### config.mk
export PLATFORM = sky130hd
export DESIGN_NAME = ovl_fire_collector
export DESIGN_NICKNAME = d
export VERILOG_FILES = /design/src/rtl/ovl_fire_collector.sv
export SDC_FILE = /design/constraint.sdc
export NUM_CORES = 1
export LEC_CHECK = 0
export BUFFER_PORTS_ARGS = -buffer_cell sky130_fd_sc_hd__buf_2
export CAP_MARGIN = 10
export CORE_MARGIN = 3
export CORE_UTILIZATION = 65
export DETAILED_ROUTE_END_ITERATION = 12
export HOLD_SLACK_MARGIN = 0.15
export PLACE_DENSITY = 0.95
export SLEW_MARGIN = 20
export SYNTH_ARGS = -nofsm -noshare
export SYNTH_HDL_FRONTEND = slang
export SYNTH_SLANG_ARGS = --single-unit
export TNS_END_PERCENT = 5
### constraint.sdc
create_clock -name clock -period 8.15 [get_ports clock]
set_input_delay 0 -clock clock [delete_from_list [all_inputs] [get_ports clock]]
set_output_delay 0 -clock clock [all_outputs]
set_load 0.03 [all_outputs]
### src/rtl/ovl_fire_collector.sv
// ovl_fire_collector: samples OVL checker fire bits, timestamps each firing
// cycle into a small event FIFO drained over valid/ready, and keeps sticky
// status, first-fire time and a saturating drop count.
// Optional feature macro: OVL_FIRE_COLLECTOR_CNT_EN builds per-checker fire
// counters; when undefined cnt_out is tied to 0 and cnt_sel is ignored.
module ovl_fire_collector #(
  parameter int unsigned NUM_CHK = 4,
  parameter int unsigned TS_W    = 32,
  parameter int unsigned DEPTH   = 8,
  parameter int unsigned CNT_W   = 16
) (
  input  logic               clock,
  input  logic               reset,
  input  logic               enable,
  input  logic               clear,
  input  logic [NUM_CHK-1:0] fire_in,
  output logic               evt_valid,
  input  logic               evt_ready,
  output logic [NUM_CHK-1:0] evt_fire,
  output logic [TS_W-1:0]    evt_ts,
  output logic [1:0]         status,
  output logic [TS_W-1:0]    first_ts,
  output logic [7:0]         drop_cnt,
  input  logic [3:0]         cnt_sel,
  output logic [CNT_W-1:0]   cnt_out
);

  localparam int unsigned PtrW = $clog2(DEPTH);
  localparam logic [PtrW:0] FullCnt = (PtrW + 1)'(DEPTH);

  typedef enum logic [1:0] {
    StIdle     = 2'b00,
    StFired    = 2'b01,
    StOverflow = 2'b11
  } state_e;

  state_e            state_q, state_d;
  logic [TS_W-1:0]   ts_q;
  logic [TS_W-1:0]   first_ts_q;
  logic [7:0]        drop_q;
  logic [PtrW-1:0]   wr_ptr_q, rd_ptr_q;
  logic [PtrW:0]     count_q;
  logic [NUM_CHK-1:0] fire_mem [DEPTH];
  logic [TS_W-1:0]   ts_mem [DEPTH];

  logic evt, full, pop, push, drop;

  assign evt       = enable & (|fire_in);
  assign full      = (count_q == FullCnt);
  assign evt_valid = (count_q != '0);
  assign pop       = evt_valid & evt_ready;
  // A full FIFO still accepts a push when the head leaves in the same cycle.
  assign push      = evt & (~full | pop);
  assign drop      = evt & full & ~pop;

  // Head outputs are gated so an empty FIFO always presents zeros.
  assign evt_fire = evt_valid ? fire_mem[rd_ptr_q] : '0;
  assign evt_ts   = evt_valid ? ts_mem[rd_ptr_q] : '0;
  assign status   = state_q;
  assign first_ts = first_ts_q;
  assign drop_cnt = drop_q;

  // FIFO pointers and occupancy.
  always_ff @(posedge clock or negedge reset) begin
    if (!reset) begin
      wr_ptr_q <= '0;
      rd_ptr_q <= '0;
      count_q  <= '0;
    end else if (clear) begin
      wr_ptr_q <= '0;
      rd_ptr_q <= '0;
      count_q  <= '0;
    end else begin
      if (push) wr_ptr_q <= wr_ptr_q + 1'b1;
      if (pop)  rd_ptr_q <= rd_ptr_q + 1'b1;
      if (push && !pop)      count_q <= count_q + 1'b1;
      else if (!push && pop) count_q <= count_q - 1'b1;
    end
  end

  // Event storage; contents are only visible through the gated head outputs.
  always_ff @(posedge clock) begin
    if (push && !clear) begin
      fire_mem[wr_ptr_q] <= fire_in;
      ts_mem[wr_ptr_q]   <= ts_q;
    end
  end

  // Timestamp, first-fire capture and saturating drop counter.
  always_ff @(posedge clock or negedge reset) begin
    if (!reset) begin
      ts_q       <= '0;
      first_ts_q <= '0;
      drop_q     <= '0;
    end else if (clear) begin
      ts_q       <= '0;
      first_ts_q <= '0;
      drop_q     <= '0;
    end else begin
      if (enable) ts_q <= ts_q + 1'b1;
      // Captured even when that first event is itself dropped.
      if (evt && state_q == StIdle) first_ts_q <= ts_q;
      if (drop && drop_q != 8'hFF) drop_q <= drop_q + 1'b1;
    end
  end

  // Status state register.
  always_ff @(posedge clock or negedge reset) begin
    if (!reset) state_q <= StIdle;
    else        state_q <= state_d;
  end

  // Status next state; OVERFLOW is left only by clear or reset.
  always_comb begin
    state_d = state_q;
    if (clear)                         state_d = StIdle;
    else if (drop)                     state_d = StOverflow;
    else if (evt && state_q == StIdle) state_d = StFired;
  end

`ifdef OVL_FIRE_COLLECTOR_CNT_EN
  logic [CNT_W-1:0] cnt_q [NUM_CHK];

  // Per-checker saturating fire counters.
  always_ff @(posedge clock or negedge reset) begin
    if (!reset) begin
      for (int i = 0; i < NUM_CHK; i++) cnt_q[i] <= '0;
    end else if (clear) begin
      for (int i = 0; i < NUM_CHK; i++) cnt_q[i] <= '0;
    end else if (evt) begin
      for (int i = 0; i < NUM_CHK; i++) begin
        if (fire_in[i] && cnt_q[i] != '1) cnt_q[i] <= cnt_q[i] + 1'b1;
      end
    end
  end

  // Counter read mux; out-of-range selects read as zero.
  always_comb begin
    cnt_out = '0;
    for (int i = 0; i < NUM_CHK; i++) begin
      if (cnt_sel == i[3:0]) cnt_out = cnt_q[i];
    end
  end
`else
  logic unused_cnt_sel;
  assign unused_cnt_sel = ^cnt_sel;
  assign cnt_out        = '0;
`endif

endmodule

# Word-level counts from Yosys, hierarchy flattened
# Memory sizes are Yosys's and may differ from the RTL's.
# Cells that the tools add are included.
# word_totals
register_bits	84
mem_bits_rw	288
in_bits	13
output_inout_bits	95
word_cells	63
memories	2
# classes
add_sub_neg	6
n_eq_ne	2
muxes	20
bitwise	8
reduce_logical	18
# mem_list
memory	words	width	rd	rd_clocked_by_memory_dff	write_ports	line_no	text
ts_mem	8	32	1	0	1	44	logic [TS_W-1:0] ts_mem [DEPTH];
fire_mem	8	4	1	0	1	43	logic [NUM_CHK-1:0] fire_mem [DEPTH];
# ops
cell	n
two-way mux 32 bit	5
adder 32 x 1 -> 32 bit, second input constant	1
two-way mux 4 bit	4
two-way mux 8 bit	2
two-way mux 3 bit	4
nonzero test 2 bit	5
adder 8 x 1 -> 8 bit, second input constant	1
inequality test 8 bit, second input constant	1
adder 3 x 1 -> 3 bit, second input constant	2
two-way mux 2 bit	3
nonzero test 3 bit	2
AND 1 bit	5
logical AND 1 bit	5
adder 4 x 1 -> 4 bit, second input constant	1
== test 4 bit, second input constant	1
nonzero test 4 bit	1
OR reduction 4 bit	1
subtractor 4 x 1 -> 4 bit, second input constant	1
logical NOT 1 bit	3
logical NOT 2 bit	1
two-way mux 1 bit	2
inverter 1 bit	2
OR 1 bit	1

# Depth between registers and ports, before layout
# logic_depth
ltp_word	9
mapped_depth	8
ltp_nobuf	7

# Least setup slack after synthesis
# Ideal clock, no wire load.
# synth_path
kind	reg-to-reg
from	register count_q[1]
to	memory fire_mem[1][0] (enable)
setup_time_ns	0.474
t_arrival_ns	3.810
required_ns	7.676
path_slack_ns	3.866
stages_incl_launch_ff	6
n_path_buf	1
period_less_slack_ns	4.284
path_cell_list	dfrtp_1 > or3_1 > buf_6 > o21ai_0 > or3b_2 > nor3_1
# synth_between
elab_chain_len	7
word_cells_on_any_way	9
cone_classes	eq/ne (1); mux (2); bitwise (4); reduce/logical (2)
# synth_lines
element	line_no	text
start: declaration	42	logic [PtrW:0] count_q;
start signal: assignment	76	if (push && !pop) count_q <= count_q + 1'b1;
start signal: assignment	77	else if (!push && pop) count_q <= count_q - 1'b1;
nonzero test 4 bit or == test 4 bit (tied branches)	50, 49	
AND 1 bit or inverter 1 bit (tied branches)	51, 53	
OR 1 bit *	53	assign push = evt & (~full | pop);
AND 1 bit *	53	
logical AND 1 bit *	83	if (push && !clear) begin
two-way mux 1 bit *	83	
two-way mux 1 bit (implied by the code) *	84	fire_mem[wr_ptr_q] <= fire_in;
end: declaration	43	
# Mark *: on every way between the ends. The rest lies on a longest branch, timed or not.

# Final worst setup path
# layout_path
from	register count_q[1]
to	memory ts_mem[1][10] (enable)
# layout_between
elab_chain_len	7
word_cells_on_any_way	9
cone_classes	eq/ne (1); mux (2); bitwise (4); reduce/logical (2)
# layout_lines
element	line_no	text
nonzero test 4 bit or == test 4 bit (tied branches)	50, 49	
AND 1 bit or inverter 1 bit (tied branches)	51, 53	
OR 1 bit *	53	
AND 1 bit *	53	
logical AND 1 bit *	83	
two-way mux 1 bit *	83	
two-way mux 1 bit (implied by the code) *	85	ts_mem[wr_ptr_q] <= ts_q;
end: declaration	44	
# Marks and branches as above.

==> run_results.csv <==
group,metric,value,unit
floorplan,num_rows,55,
sta,fmax,281,MHz
routing,firstDrtPassIters,8,
final_layout,nNetsFinal,1054,
setup_path,worstSetupPathType,"flop to flop",
setup_path,reg2reg_to,"ts_mem[1][10]",
power,power.density,288,mW/mm²
setup_path,r2r_slack,4.59,ns
clock_network,post_cts_resized,0,
run,cap_violations,0,
outcome,run_status,"finished clean",
place,gp_congestion,0.808,
sta,rsz0062_at_grt,"no",
power,ir_drop,0.000217,V
setup_path,crit_path_start_kind,"flop",
logic_synthesis,netlist.area_leader.share,0.570,
logic_synthesis,syn-instance-count,935,
grt,overflow,0,
clock_network,post_cts_buffers,0,
clock_network,cts.clk_slew.worst_paths,0.07,ns
setup_path,worstPathMaxFanout,26,
final_layout,layout-drive-gt1-share,0.242,
place,place_area,0.0159,mm²
logic_synthesis,synth_area_per_cell,16.2,µm²
routing,viasPerCell,6.65,
worst_hold_path,hold_class,"primary input to async pin",
routing,routed_wl,35500,µm
logic_synthesis,ys_seq_elements,372,
final_layout,fill_cells,1160,
routing,final_antenna_net_count,0,
setup_path,cp_num_buf_inv,1,
routing,drtIter0Drc,1268,
setup_path,cp.arrival,3.71,ns
routing,vias,9136,
setup_path,crit_path_end_kind,"flop",
sta,finClkSkew,0.0186,ns
sta,worst_slew_pin_slew,1.12,ns
clock_network,worst_skew_pair.late_latency,0.51,ns
floorplan,start_util,0.666,
power,p_leak,6.16,nW
logic_synthesis,yosysSeqAreaShare,0.709,
place,port_buffers,87,
logic_synthesis,synth-edff-count,288,
grt,track_usage,0.283,
final_layout,diodes,0,
final_layout,areaGrowthSynthToFinish,13.5,%
grt,grt_pass1_wl,55300,µm
sta,period_needed,3.56,ns
logic_synthesis,netlist_top_cells_area,"edfxtp_1 (57%), dfrtp_1 (14%), mux4_2 (11%)",
logic_synthesis,synthDistinctLibCells,43,
setup_path,path_cells,"or3_1 -> o21ai_0 -> or3b_2 -> nor3_2 -> buf_4",
logic_synthesis,ys_warn_count,0,
grt,grt_pass1_vias,9513,
routing,drc,0,
sta,relSlewSlack,0.248,
sta,slew_violations,0,
grt,grt_max_degree,82,
floorplan,die_x,159,µm
sta,period_share,0.437,
setup_path,r2r_start,"count_q[1]",
sta,finalHoldViolCount,0,
setup_path,slowest_stage,"nor3_2",
clock_network,cts_max_path_buffers,3,
clock_network,cts_hold_buffers,9,
place,dp_hpwl,19500,µm
logic_synthesis,synth_top_cell_by_area,"edfxtp_1",
sta,setup_viol,0,
setup_path,cp_data_required_time,8.29,ns
logic_synthesis,syn_area,0.0152,mm²
floorplan,core-area,0.0228,mm²
floorplan,io_pins,108,
floorplan,die_area,0.0252,mm²
sta,setup-tns-final,0,ns
clock_network,cts_tree,"yes",
routing,wl_per_cell,25.8,µm
grt,antenna_found_initial,0,
floorplan,chipHeight,159,µm
setup_path,slowest_delay,0.88,ns
clock_network,cts_sinks,372,
clock_network,h-tree-depth,2,
logic_synthesis,ys.flop_type,"edfxtp_1",
clock_network,numCtsBuffers,36,
logic_synthesis,synthArstFlopShare,0.226,
setup_path,crit_family,"simple AND/OR/NAND/NOR gates",
clock_network,root_buffer,"clkbuf_16",
setup_path,reg2reg_depth,5,
final_layout,stdcell_area,0.0172,mm²
==> stage by stage <==
step	hold WS [ns]	utilization	cells	setup WS, ns	power (mW)
floorplan	-0.296	-	950	3.87	3.03
global placement	-0.207	0.699	1300	4.73	3.27
finish	0.204	0.756	1373	4.59	4.96
global route	0.284	0.756	1373	4.44	5.13
CTS	0.354	0.756	1373	4.59	4.97
detailed placement	-0.206	0.699	1300	4.62	3.31
==> sequential cells by signal, summed over array words and instances, names as in the netlist <==
name and cells:
count_q 4, drop_cnt 8, fire_mem 32, first_ts 32
rd_ptr_q 3, status 2, ts_mem 256, ts_q 32
wr_ptr_q 3
==> worst max-delay path by stage <==
stage,from,to,slack [ns],cells past startpoint
after global routing,count_q[1],ts_mem[1][6],4.44,5
final,count_q[1],ts_mem[1][10],4.59,5
after global placement,count_q[1],ts_mem[1][15],4.73,5
after floorplan,count_q[1],fire_mem[1][0],3.87,5
after CTS,count_q[1],ts_mem[1][6],4.59,5
after detailed placement,count_q[1],ts_mem[1][17],4.62,5
==> per-layer routing <==
metal  GRT usage  share of wire  up-vias
met4       0.104          0.037        0
met2       0.468           0.50      713
met3      0.0569           0.10      118
met1       0.383           0.36     4545
li1            -              -     3760
met5           0              0        -
==> power by group <==
part           switching [mW]  internal [mW]
clock                   0.695          0.990
combinational           0.678          0.434
sequential             0.0903           2.08
==> tightest hold or removal path, cell delays in order <==
cell           delay (ns)
dlygate4sd3_1        0.54
buf_4                0.11
buf_6                0.58
==> cell families after synthesis <==
family | synth area share
mux | 0.139
xor+xnor | 0.00924
simple gates | 0.0806
flops | 0.709
fa+ha+maj | 0.00627
buf+inv | 0.0239
other cells | 0.000247
compound gates | 0.0327
==> layout by cell type, fill, tap and decap left out, drive strengths merged, types with 2 or more instances in the layout <==
master,count
o41ai,2
conb,16
and4,5
clkbuf,43
and3,5
nand2b,3
or3,14
xor2,11
nand3b,2
edfxtp,288
or4,8
o21ai,15
nor2,74
a21oi,58
nand3,19
dlygate4sd3,9
nor4,5
buf,103
nand4,14
o211ai,2
clkinvlp,2
mux2,9
clkinv,13
nor3b,2
inv,9
ha,6
dfrtp,84
xnor2,5
bufinv,4
mux4,72
nand2,83
nor2b,10
nor3,13
a311oi,2
o31ai,6
mux2i,38
==> area by class of cell <==
cell class / instances / area [µm²] / area share
Tap cell: 313 / 392 / 0.0227
Clock buffer: 43 / 978 / 0.0568
Timing Repair Buffer: 112 / 654 / 0.0380
Sequential cell: 372 / 10800 / 0.625
Multi-Input combinational cell: 505 / 4190 / 0.243
Inverter: 7 / 26.3 / 0.00153
Clock inverter: 21 / 223 / 0.0129
==> cell usage after synthesis (6+ instances only) <==
cell type and count:
buf_2 8, o31ai_1 6, nor2_1 74, nor3_1 13, o21ai_0 15, buf_1 6, nand4_1 14, dfrtp_1 84
mux4_2 72, inv_1 7, or3_1 13, buf_4 17, xor2_1 11, nand3_1 19, ha_1 6, mux2_2 9
a21oi_1 58, clkbuf_1 33, or4_1 8, mux2i_1 38, edfxtp_1 288, nand2_1 83, nor2b_1 10
Power figures use the tool's default switching activity.
